**src/rtl/fft_sample_loader_if.sv**
```systemverilog
// Sample stream, frame handshake and RAM write port of the FFT sample loader.
// The loader uses the slave modport; the sample source / FFT side uses master.
interface fft_sample_loader_if;
    logic [15:0] S_DATA;
    logic        S_VALID;
    logic        S_READY;
    logic        FRAME_ACK;
    logic [7:0]  RAM_WADDR;
    logic [15:0] RAM_WDATA;
    logic        RAM_WE;
    logic        FRAME_READY;
    logic [7:0]  SAMPLE_CNT;

    modport master (
        output S_DATA, S_VALID, FRAME_ACK,
        input  S_READY, RAM_WADDR, RAM_WDATA, RAM_WE,
        input  FRAME_READY, SAMPLE_CNT
    );

    modport slave (
        input  S_DATA, S_VALID, FRAME_ACK,
        output S_READY, RAM_WADDR, RAM_WDATA, RAM_WE,
        output FRAME_READY, SAMPLE_CNT
    );
endinterface

```
**src/rtl/fft_sample_loader.sv**
```systemverilog
// Loads 256 samples into a 256x16 RAM, then holds the frame until FRAME_ACK.
// Define BIT_REVERSE_EN to write in bit-reversed address order (radix-2 DIT).
module fft_sample_loader (
    input  logic               CLK,
    input  logic               RST,
    fft_sample_loader_if.slave bus
);
    typedef enum logic [1:0] {
        FILL,
        FLUSH,
        FULL
    } state_t;

    state_t      state;
    state_t      state_nx;
    logic [7:0]  cnt;
    logic [7:0]  waddr_map;
    logic        accept;
    logic        we_q;
    logic [7:0]  waddr_q;
    logic [15:0] wdata_q;
    logic        frame_rdy_q;

`ifdef BIT_REVERSE_EN
    always_comb begin
        waddr_map = '0;
        for (int i = 0; i < 8; i++) begin
            waddr_map[i] = cnt[7-i];
        end
    end
`else
    assign waddr_map = cnt;
`endif

    assign accept = (state == FILL) && bus.S_VALID;

    always_ff @(posedge CLK) begin
        if (RST) begin
            state <= FILL;
        end else begin
            state <= state_nx;
        end
    end

    always_comb begin
        state_nx = state;
        unique case (state)
            FILL: begin
                if (accept && (cnt == 8'hFF)) begin
                    state_nx = FLUSH;
                end
            end
            FLUSH: begin
                state_nx = FULL;
            end
            FULL: begin
                if (bus.FRAME_ACK) begin
                    state_nx = FILL;
                end
            end
            default: begin
                state_nx = FILL;
            end
        endcase
    end

    // Counter wraps to 0 on the 256th accept, so a new frame starts at index 0.
    always_ff @(posedge CLK) begin
        if (RST) begin
            cnt         <= '0;
            we_q        <= 1'b0;
            waddr_q     <= '0;
            wdata_q     <= '0;
            frame_rdy_q <= 1'b0;
        end else begin
            we_q        <= accept;
            frame_rdy_q <= (state_nx == FULL);
            if (accept) begin
                cnt     <= cnt + 8'd1;
                waddr_q <= waddr_map;
                wdata_q <= bus.S_DATA;
            end
        end
    end

    assign bus.S_READY     = (state == FILL);
    assign bus.RAM_WE      = we_q;
    assign bus.RAM_WADDR   = waddr_q;
    assign bus.RAM_WDATA   = wdata_q;
    assign bus.FRAME_READY = frame_rdy_q;
    assign bus.SAMPLE_CNT  = cnt;
endmodule

```
**src/flat_wrapper.sv**
```systemverilog
// flat-port wrapper written by rule: the top's interface ports become plain ports
module fft_sample_loader_flat 
  (CLK, RST, bus_S_DATA, bus_S_VALID, bus_FRAME_ACK, bus_S_READY, bus_RAM_WADDR, bus_RAM_WDATA, bus_RAM_WE, bus_FRAME_READY, bus_SAMPLE_CNT);
  fft_sample_loader_if bus_i ();
  input  logic CLK;
  input  logic RST;
  input wire logic [$bits(bus_i.S_DATA)-1:0] bus_S_DATA;
  input wire logic [$bits(bus_i.S_VALID)-1:0] bus_S_VALID;
  input wire logic [$bits(bus_i.FRAME_ACK)-1:0] bus_FRAME_ACK;
  output wire logic [$bits(bus_i.S_READY)-1:0] bus_S_READY;
  output wire logic [$bits(bus_i.RAM_WADDR)-1:0] bus_RAM_WADDR;
  output wire logic [$bits(bus_i.RAM_WDATA)-1:0] bus_RAM_WDATA;
  output wire logic [$bits(bus_i.RAM_WE)-1:0] bus_RAM_WE;
  output wire logic [$bits(bus_i.FRAME_READY)-1:0] bus_FRAME_READY;
  output wire logic [$bits(bus_i.SAMPLE_CNT)-1:0] bus_SAMPLE_CNT;
  assign bus_i.S_DATA = bus_S_DATA;
  assign bus_i.S_VALID = bus_S_VALID;
  assign bus_i.FRAME_ACK = bus_FRAME_ACK;
  assign bus_S_READY = bus_i.S_READY;
  assign bus_RAM_WADDR = bus_i.RAM_WADDR;
  assign bus_RAM_WDATA = bus_i.RAM_WDATA;
  assign bus_RAM_WE = bus_i.RAM_WE;
  assign bus_FRAME_READY = bus_i.FRAME_READY;
  assign bus_SAMPLE_CNT = bus_i.SAMPLE_CNT;
  fft_sample_loader u_core (.CLK(CLK), .RST(RST), .bus(bus_i));
endmodule
```
**config.mk**
```make
export PLATFORM = sky130hd
export DESIGN_NAME = fft_sample_loader_flat
export DESIGN_NICKNAME = d
export VERILOG_FILES = /design/src/rtl/fft_sample_loader_if.sv /design/src/rtl/fft_sample_loader.sv /design/src/flat_wrapper.sv
export SDC_FILE = /design/constraint.sdc
export NUM_CORES = 1
export LEC_CHECK = 0
export ABC_CLOCK_PERIOD_IN_PS = 2200
export CORE_MARGIN = 2
export CORE_UTILIZATION = 28
export CTS_BUF_LIST = sky130_fd_sc_hd__clkbuf_4
export DETAILED_ROUTE_END_ITERATION = 16
export PLACE_DENSITY = 0.65
export SYNTH_ARGS = -nofsm -noshare
export SYNTH_HDL_FRONTEND = slang
export SYNTH_SLANG_ARGS = --single-unit
```
**constraint.sdc**
```tcl
create_clock -name CLK -period 2.2 [get_ports CLK]
set_input_delay 0.44 -clock CLK [delete_from_list [all_inputs] [get_ports CLK]]
set_output_delay 0.44 -clock CLK [all_outputs]
set_load 0.01 [all_outputs]
```
==> impl_metrics.tcl <==
set metrics [dict create \
    finalSetupViolCount 0 \
    firstDrtPassIters 4 \
    dp_hpwl_um 2261 \
    worstSkewPairLatency_ns 0.33 \
    yosysUniqueCellTypes 22 \
    cts_max_level 2 \
    timing.final.crit_share_pct 86.18 \
    worst-endpoint-arrival_ns 2.16 \
    pin_count 55 \
    relSlewSlack_pct 77.46 \
    cts_setup_buffers 0 \
    pwr-share-comb_pct 13.2 \
    yosysTopAreaCellShare_pct 54.91 \
    ys_warn_count 0 \
    start_util_pct 29.53 \
    max_freq_mhz 527.4 \
    cts.clk_slew.worst_paths_ns 0.10 \
    cts_buffers 5 \
    area_delta_synth_final_pct 51.95 \
    core_area_sq_um 4444 \
    endpoint_kind "register" \
    finClkSkew_ns 0.01028 \
    die_h_um 72.47 \
    syn-num-nets 182 \
    startpoint_type "primary input" \
    hold_viol_final 0 \
    clock_sinks 36 \
    ys_seq_area_share_pct 54.91 \
    outcome "complete, no violations" \
    place_area_sq_um 1938 \
    grt_max_degree 21 \
    cap_violations 0 \
    crit_required_ns 2.47 \
    antennaDiodeCount 0 \
    hold_buffers 0 \
    grt_pass1_wl_um 5195 \
    crit-reg2reg-launch "u_core.state[0]" \
    cts_resized 0 \
    p_switching_uw 284.9 \
    layout.cells.non_filler 272 \
    clockBufferDepth 2 \
    fin_area_sq_um 1994 \
    startpoint "bus_S_VALID" \
    grt_pass1_vias 1168 \
    avgSynthCellArea_sq_um 8.152 \
    num_vias 1253 \
    seq_power_share_pct 57.5 \
    ant_nets 0 \
    hp-class "register to register" \
    dr.first_iter.drc_count 53 \
    drive_gt1_share_pct 7.727 \
    crit_type "primary input to register" \
    nets 240 \
    globalRouteTotalUtil_pct 12.80 \
    yosysTopAreaCell "dfxtp_1" \
    total_power_mw 1.198 \
    die_w_um 72.47 \
    ys_ff_latch 36 \
    pwr-share-clk_pct 29.3 \
    gp_congestion 0.6885 \
    maxSlewViolCount 0 \
    wl_per_cell_um 11.34 \
    most-common-layout-cells "clkdlybuf4s50_1, nand2_1, dfxtp_1, a21oi_1" \
    grt.overflow.total 0 \
    rsz0062_at_grt "no" \
    utilization_pct 44.88 \
    row_count 24 \
    dp.cells 264 \
    cts_root_buffer "clkbuf_4" \
    syn_inst 161 \
    layout_commonest_cell "clkdlybuf4s50_1" \
    switching_share_pct 23.78 \
    min-delay-start "u_core.bus.RAM_WADDR[7]" \
    fillerInstances 477 \
    syn_area_sq_um 1313 \
    vias_per_cell 4.607 \
    period_needed_ns 1.896 \
    wl_um 3084 \
    power_density_nw_per_um2 600.6 \
    p_int_uw 912.9 \
    worst_slew_pin_slew_ns 0.3350 \
    cts_tree "done" \
    route.detailed.drc 0 \
    dieArea_sq_um 5251 \
    port_buffers 54 \
    leakage_nw 0.7129 \
    crit_fanout 15 \
    antenna_found_initial 0 \
    irDropWorstVdd_uv 212.9 \
    netlist_top_cells_area "dfxtp_1, nand2_1, a21oi_1" \
]
-- metrics by stage --
step           hold WS (ns)  setup TNS [ns]  setup WS [ns]
6_report             0.4588               0         0.3040
5_1_grt              0.4810               0         0.2560
4_1_cts              0.4614               0         0.3151
3_5_place_dp         0.4469        -0.03584       -0.03584
3_3_place_gp         0.4422               0        0.04570
2_1_floorplan        0.4805               0         0.5479
-- power by group through the flow --
stage | sequential [mW] | combinational (mW) | clock [mW]
3_3_place_gp | 0.704 | 0.158 | 0
4_1_cts | 0.689 | 0.161 | 0.372
6_report | 0.689 | 0.158 | 0.351
5_1_grt | 0.693 | 0.175 | 0.398
3_5_place_dp | 0.704 | 0.161 | 0
2_1_floorplan | 0.713 | 0.0520 | 0
-- flip-flops by register name, summed over array words and instances (netlist names) --
register / cells
u_core.bus.FRAME_READY: 1
u_core.bus.RAM_WADDR: 8
u_core.bus.RAM_WDATA: 16
u_core.bus.RAM_WE: 1
u_core.bus.SAMPLE_CNT: 8
u_core.state: 2
-- cell usage after synthesis --
library cell,count
nand2_1,53
dfxtp_1,36
a21oi_1,29
clkbuf_1,9
nor2_1,7
nand3_1,3
nor4_1,3
o21ai_0,3
or3_1,3
inv_1,2
mux2i_1,2
buf_2,1
ha_1,1
mux2_2,1
nand2b_1,1
nor2b_1,1
nor3b_2,1
o31ai_1,1
or2_2,1
or3b_1,1
or4_1,1
xnor2_1,1
-- critical path, stage by stage --
cell             delay [ns]
clkdlybuf4s50_1        0.50
or3b_1                 0.42
buf_4                  0.21
nor4_1                 0.37
mux2i_1                0.23
-- routing by layer --
metal / GRT usage, % / routed length [um] / up-vias
met2: 19.78 / 1410 / 47
li1: - / - / 647
met1: 15.94 / 1395 / 557
met5: 0 / 0 / -
met3: 5.694 / 260 / 2
met4: 4.321 / 18 / 0
-- area by class of cell --
cell class | count | area (sq um) | area share (%)
clock inverters | 1 | 3.754 | 0.1882
flip-flops and latches | 36 | 720.7 | 36.14
well taps | 52 | 65.06 | 3.262
multi-input cells | 113 | 551.8 | 27.67
repair buffers | 61 | 593.1 | 29.74
clock buffers | 7 | 52.55 | 2.635
inverters | 2 | 7.507 | 0.3764
-- kinds of logic (layout without fill, tap and decap cells) --
family,count (synthesis),count (layout),share of synthesized area (%)
AOI/OAI and AO/OA,33,33,12.77
xor gates and xnor gates,1,1,0.6674
buffers and inverters,12,71,3.527
and+or+nand+nor,75,75,24.79
DFF,36,36,54.91
adders and majority gates,1,1,0.9531
muxes,3,3,2.383
-- worst paths after layout --
path / endpoint / slack (ns) / cells after the start
worst min register to register: u_core.bus.RAM_WADDR[7] / 0.46 / 2
worst max-delay path: u_core.bus.SAMPLE_CNT[7] / 0.30 / 5
worst max register to register: u_core.bus.SAMPLE_CNT[7] / 0.50 / 4
worst min-delay path: u_core.bus.RAM_WADDR[7] / 0.46 / 2
Note: power is estimated with default switching activity, not from simulation.
